File: config.mk
export PLATFORM = sky130hd
export DESIGN_NAME = la_capture_core
export DESIGN_NICKNAME = d
export VERILOG_FILES = /design/src/rtl/la_capture_core.sv
export SDC_FILE = /design/constraint.sdc
export NUM_CORES = 2
export LEC_CHECK = 0
export CORE_MARGIN = 1
export CORE_UTILIZATION = 45
export CTS_CLUSTER_DIAMETER = 150
export DETAILED_ROUTE_END_ITERATION = 10
export SETUP_SLACK_MARGIN = 0.15
export SLEW_MARGIN = 20
export SYNTH_ARGS = -nofsm -noshare
export SYNTH_HDL_FRONTEND = slang
export SYNTH_SLANG_ARGS = --single-unit
File: constraint.sdc
create_clock -name sys_clk -period 7.9 [get_ports sys_clk]
set_input_delay 1.185 -clock sys_clk [delete_from_list [all_inputs] [get_ports sys_clk]]
set_output_delay 1.185 -clock sys_clk [all_outputs]
set_load 0.01 [all_outputs]
File: src/rtl/la_capture_core.sv
// la_capture_core: circular-buffer logic-analyser capture with pre-trigger depth,
// masked level/edge trigger, abort and a registered readout port.
module la_capture_core #(
  parameter int DATA_W = 4,
  parameter int DEPTH = 1024,
  parameter int ADDR_W = $clog2(DEPTH)
) (
  input  logic              sys_clk,
  input  logic              sys_rst,
  input  logic [DATA_W-1:0] data_i,
  input  logic              arm,
  input  logic              abort,
  input  logic [DATA_W-1:0] trig_mask,
  input  logic [DATA_W-1:0] trig_value,
  input  logic              trig_edge,
  input  logic [ADDR_W-1:0] pretrig_len,
  input  logic              rd_en,
  input  logic [ADDR_W-1:0] rd_addr,
  output logic [DATA_W-1:0] rd_data,
  output logic              rd_valid,
  output logic [2:0]        state_o,
  output logic [ADDR_W-1:0] trig_addr_o,
  output logic              done_o
);
  typedef enum logic [2:0] {IDLE = 3'd0, PRE = 3'd1, WAIT = 3'd2, POST = 3'd3, DONE = 3'd4} state_t;
  state_t state_q, state_d;
  logic [DATA_W-1:0] mem [DEPTH];
  logic [ADDR_W-1:0] wr_ptr_q, wr_ptr_d, cnt_q, cnt_d, p_q, p_d, trig_addr_q, trig_addr_d, rd_phys;
  logic [DATA_W-1:0] mask_q, mask_d, value_q, value_d, rd_data_q, rd_data_d;
  logic edge_q, edge_d, prev_match_q, prev_match_d, rd_valid_q, rd_valid_d;
  logic match, fire, arm_ok, writing;
  // Trigger compares against the configuration latched at arm, not the live inputs
  assign match = ((data_i ^ value_q) & mask_q) == '0;
  assign fire = edge_q ? match && !prev_match_q : match;
  assign arm_ok = arm && !abort && (state_q == IDLE || state_q == DONE);
  assign writing = state_q == PRE || state_q == WAIT || state_q == POST;
  // In DONE the write pointer sits on the oldest sample
  assign rd_phys = wr_ptr_q + rd_addr;
  always_comb begin
    state_d = state_q;
    wr_ptr_d = writing ? wr_ptr_q + 1'b1 : wr_ptr_q;
    cnt_d = state_q == WAIT ? '0 : cnt_q + 1'b1;
    p_d = p_q;
    mask_d = mask_q;
    value_d = value_q;
    edge_d = edge_q;
    trig_addr_d = trig_addr_q;
    prev_match_d = match;
    rd_valid_d = rd_en && state_q == DONE;
    rd_data_d = rd_valid_d ? mem[rd_phys] : rd_data_q;
    if (abort) state_d = IDLE;
    else if (arm_ok) begin
      state_d = pretrig_len == '0 ? WAIT : PRE;
      wr_ptr_d = '0;
      cnt_d = '0;
      p_d = pretrig_len;
      mask_d = trig_mask;
      value_d = trig_value;
      edge_d = trig_edge;
      prev_match_d = 1'b1;
    end else begin
      case (state_q)
        PRE: state_d = cnt_q == p_q - 1'b1 ? WAIT : PRE;
        WAIT: if (fire) begin
          trig_addr_d = wr_ptr_q;
          state_d = p_q == '1 ? DONE : POST;
        end
        POST: state_d = cnt_q == ~p_q - 1'b1 ? DONE : POST;
        default: state_d = state_q;
      endcase
    end
  end
  always_ff @(posedge sys_clk) begin
    if (sys_rst) begin
      state_q <= IDLE;
      wr_ptr_q <= '0;
      cnt_q <= '0;
      p_q <= '0;
      mask_q <= '0;
      value_q <= '0;
      edge_q <= 1'b0;
      trig_addr_q <= '0;
      prev_match_q <= 1'b1;
      rd_valid_q <= 1'b0;
      rd_data_q <= '0;
    end else begin
      state_q <= state_d;
      wr_ptr_q <= wr_ptr_d;
      cnt_q <= cnt_d;
      p_q <= p_d;
      mask_q <= mask_d;
      value_q <= value_d;
      edge_q <= edge_d;
      trig_addr_q <= trig_addr_d;
      prev_match_q <= prev_match_d;
      rd_valid_q <= rd_valid_d;
      rd_data_q <= rd_data_d;
    end
  end
  always_ff @(posedge sys_clk) begin
    if (writing) mem[wr_ptr_q] <= data_i;
  end
  assign rd_data = rd_data_q;
  assign rd_valid = rd_valid_q;
  assign state_o = state_q;
  assign trig_addr_o = trig_addr_q;
  assign done_o = state_q == DONE;
endmodule

==> run_results.csv <==
group,metric,value,unit
worst_setup_path,critPathMaxFanout,26,
sta,worst_slew_pin_slew,1.35,ns
synthesis,ys_ff_latch,4154,
layout,fill_cells,28872,
synthesis,synthCells,8420,
clock_network,h-tree-depth,5,
power_and_ir_drop,vdd_ir_drop_max,0.000223,V
floorplan,placementRows,222,
routing,drt_iter0_markers,11545,
global_route,grt_first_pass_wirelength,645,mm
worst_setup_path,critPathBufInv,3,
routing,wl_met2,220,mm
placement,dpl_cell_area,172000,µm²
placement,dp_hpwl,273,mm
synthesis,synth.top_cells.by_count,"4,096 x edfxtp_1, 1,112 x mux4_2, 1,112 x nor2_1",
hold_path,whs_path_depth,2,
flow_run,maxCapViolCount,0,
layout,drive_above_1_share,23.4,%
placement,place_congestion,0.852,
synthesis,ys_seq_area_share,75.2,%
sta,slew_violations,0,
floorplan,die_area,370000,µm²
worst_setup_path,cp-start-kind,"input pin",
sta,final_hold_viol_count,0,
worst_setup_path,rr_worst_depth,10,
routing,drtAntennaViolNets,0,
sta,timing.max_slew.rel_slack,9.85,%
routing,dr_wl_met3,38.7,mm
synthesis,synthTopCellsByArea,"edfxtp_1 74%, mux4_2 15%, nor2_1 2.5%, nand2_1 1.2%, dfxtp_1 0.70%",
sta,finalSetupViolCount,0,
sta,skew,0.0565,ns
layout,multiInputGateArea,38500,µm²
global_route,antenna_found_initial,31,
synthesis,synth.distinct_cells,79,
run_status,status,"completed",
routing,drt-pass1-iter-count,8,
floorplan,start_util,45.2,%
worst_setup_path,critical-path-slowest-cell,"nor4_1",
sta,grt_setup_unrepaired,"false",
global_route,grt.overflow.total,0,
layout,area_growth,12.4,%
clock_network,postCtsHoldBufs,0,
routing,vias,84210,
global_route,track_usage,24.3,%
synthesis,yosysTopAreaCell,"edfxtp_1",
worst_setup_path,crit_family,"compound AO/OA/AOI/OAI gates",
worst_setup_path,end_kind,"flop",
synthesis,synth_edf_count,4096,
sta,min_period,5.82,ns
clock_network,cts_setup_buffers,0,
synthesis,synthFlopType,"edfxtp_1",
sta,timing.fmax,172,MHz
synthesis,syn_avg_cell_area,19.6,µm²
clock_network,clock_sinks,4154,
power_and_ir_drop,p_leak,0.0573,µW
floorplan,chipWidth,608,µm
layout,regArea,124000,µm²
worst_setup_path,cp.depth,13,
floorplan,ioPinCount,57,
clock_network,cts_buffers,421,
placement,port-buffer-count,56,
synthesis,synthArstFlopShare,0,%
sta,setup_tns,0,ns
clock_network,clockBufferDepth,4,
clock_network,cts-resized-gates,0,
worst_setup_path,crit_type,"input pin to flop",
clock_network,tritoncts,"done",
clock_network,root_buffer,"clkbuf_16",
clock_network,clock_latency,0.99,ns
routing,drc_errors,0,
routing,drt-met1-wl,179,mm
worst_setup_path,cp_cell_sequence,"clkdlybuf4s50_1, ha_4, inv_1, fa_4, nand2b_1, a21oi_1, o32a_1, nand2_4, buf_4, nor4_1, a22oi_1, a41oi_1, nor4_1",
worst_setup_path,worstPathRequired,8.74,ns
synthesis,yosysTopAreaCellShare,74.5,%
synthesis,synth_warnings,0,
floorplan,design.core.area,366000,µm²
routing,top_layer,"met5",
global_route,grt_pass1_vias,85725,
worst_setup_path,cp_slowest_stage_delay,0.72,ns
power_and_ir_drop,p_per_area,257,nW/µm²
worst_setup_path,arrival,6.66,ns
sta,min_period_over_period,73.7,%
worst_setup_path,crit_top_cell,"nor4_1",
layout,finalInstanceArea,186000,µm²
floorplan,chipHeight,608,µm
clock_network,clk_pin_slew,0.06,ns
routing,drt_wl_total,452,mm
global_route,grt_max_degree,229,
layout,nets,8626,
synthesis,syn-cell-area,165000,µm²
routing,wire_per_inst,32.9,µm
synthesis,syn-num-nets,8475,
hold_path,holdCritPathClass,"flop to flop",
synthesis,synth_most_common_cell,"edfxtp_1",
routing,routed_via_density,6.13,
[worst reg2reg max path, cell delays in order, from the launching register on]
cell	delay (ns)
dfxtp_1	0.83
ha_1	0.54
xnor2_4	0.61
buf_12	0.53
mux4_2	0.66
mux4_2	0.52
a22oi_1	0.45
o211ai_1	0.34
o41ai_1	0.76
buf_4	0.24
nor4_1	0.05
[kinds of logic (layout without fill, tap and decap cells)]
logic type,Yosys count,after routing,share of synthesized area (%)
AOI/OAI and AO/OA,343,343,1.48
other,0,5,0
and+or+nand+nor,1999,1999,4.97
muxes,1255,1255,16.1
buffers and inverters,599,1097,1.82
adders and majority gates,17,17,0.133
DFF,4154,4154,75.2
xor gates and xnor gates,53,53,0.306
[registers in the layout (all words and copies together) (netlist names)]
name,count
trig_addr_o,10
value_q,4
p_q,10
mask_q,4
cnt_q,10
wr_ptr_q,10
mem,4096
prev_match_q,1
rd_data,4
rd_valid,1
state_o,3
edge_q,1
[stage by stage]
stage	hold slack (ns)	setup slack [ns]	util [%]	total power, µW	std cells
detailed placement	0.451	1.19	47.0	28300	12963
finish	0.461	2.08	50.8	47800	13739
CTS	0.460	2.22	50.8	48000	13733
global route	0.482	2.07	50.8	48900	13736
global placement	0.451	0.705	47.0	28300	12962
floorplan	0.436	3.52	-	26900	8420
[cells in the final DEF, fill, tap and decap left out, types with 23 or more instances in the layout]
cell type        count
nand2_1            511
nor4_1              25
and3_1              51
buf_4              206
a32oi_1             32
a22oi_1             27
xor2_1              23
dfxtp_1             58
mux2i_1            109
clkbuf_16          431
nand2_4             31
clkbuf_1            70
edfxtp_1          4096
buf_12              51
nand3_1            138
clkinv_1            95
o21ai_0             43
clkdlybuf4s50_1     51
a21oi_1             65
mux4_2            1112
nor3_1              23
nand4_1             38
mux2_2              26
nor2_1            1101
clkinv_2            80
bufinv_16           45
[where the power goes]
part	total, µW	leakage (µW)	switching [µW]	internal, µW
registers	24200	0.0373	11.3	24200
logic	3600	0.0133	2110	1490
clock network	19900	0.00667	8500	11400
total	47800	0.0573	10600	37100
[path summary, 6_finish.rpt]
path	startpoint	end	slack [ns]
hold reg to reg	edge_q	edge_q	0.46
hold / removal	edge_q	edge_q	0.46
setup reg to reg	wr_ptr_q[2]	rd_data[3]	2.23
setup / recovery	rd_addr[0]	rd_data[3]	2.08
[metal layers]
layer  vias up  track usage, %
met5         -               0
met1     44994            33.9
li1      34397               -
met2      4099            39.3
met3       716            4.00
met4         4            7.64
[layout make-up]
| type | count | share of cell area, % |
|---|---|---|
| flip-flops and latches | 4154 | 66.9 |
| well taps | 4816 | 3.25 |
| diodes | 5 | 0.00674 |
| multi-input cells | 3667 | 20.8 |
| repair buffers | 314 | 1.71 |
| clock inverters | 269 | 1.42 |
| clock buffers | 501 | 5.95 |
| inverters | 13 | 0.0263 |
(Power assumes the default switching activity.)
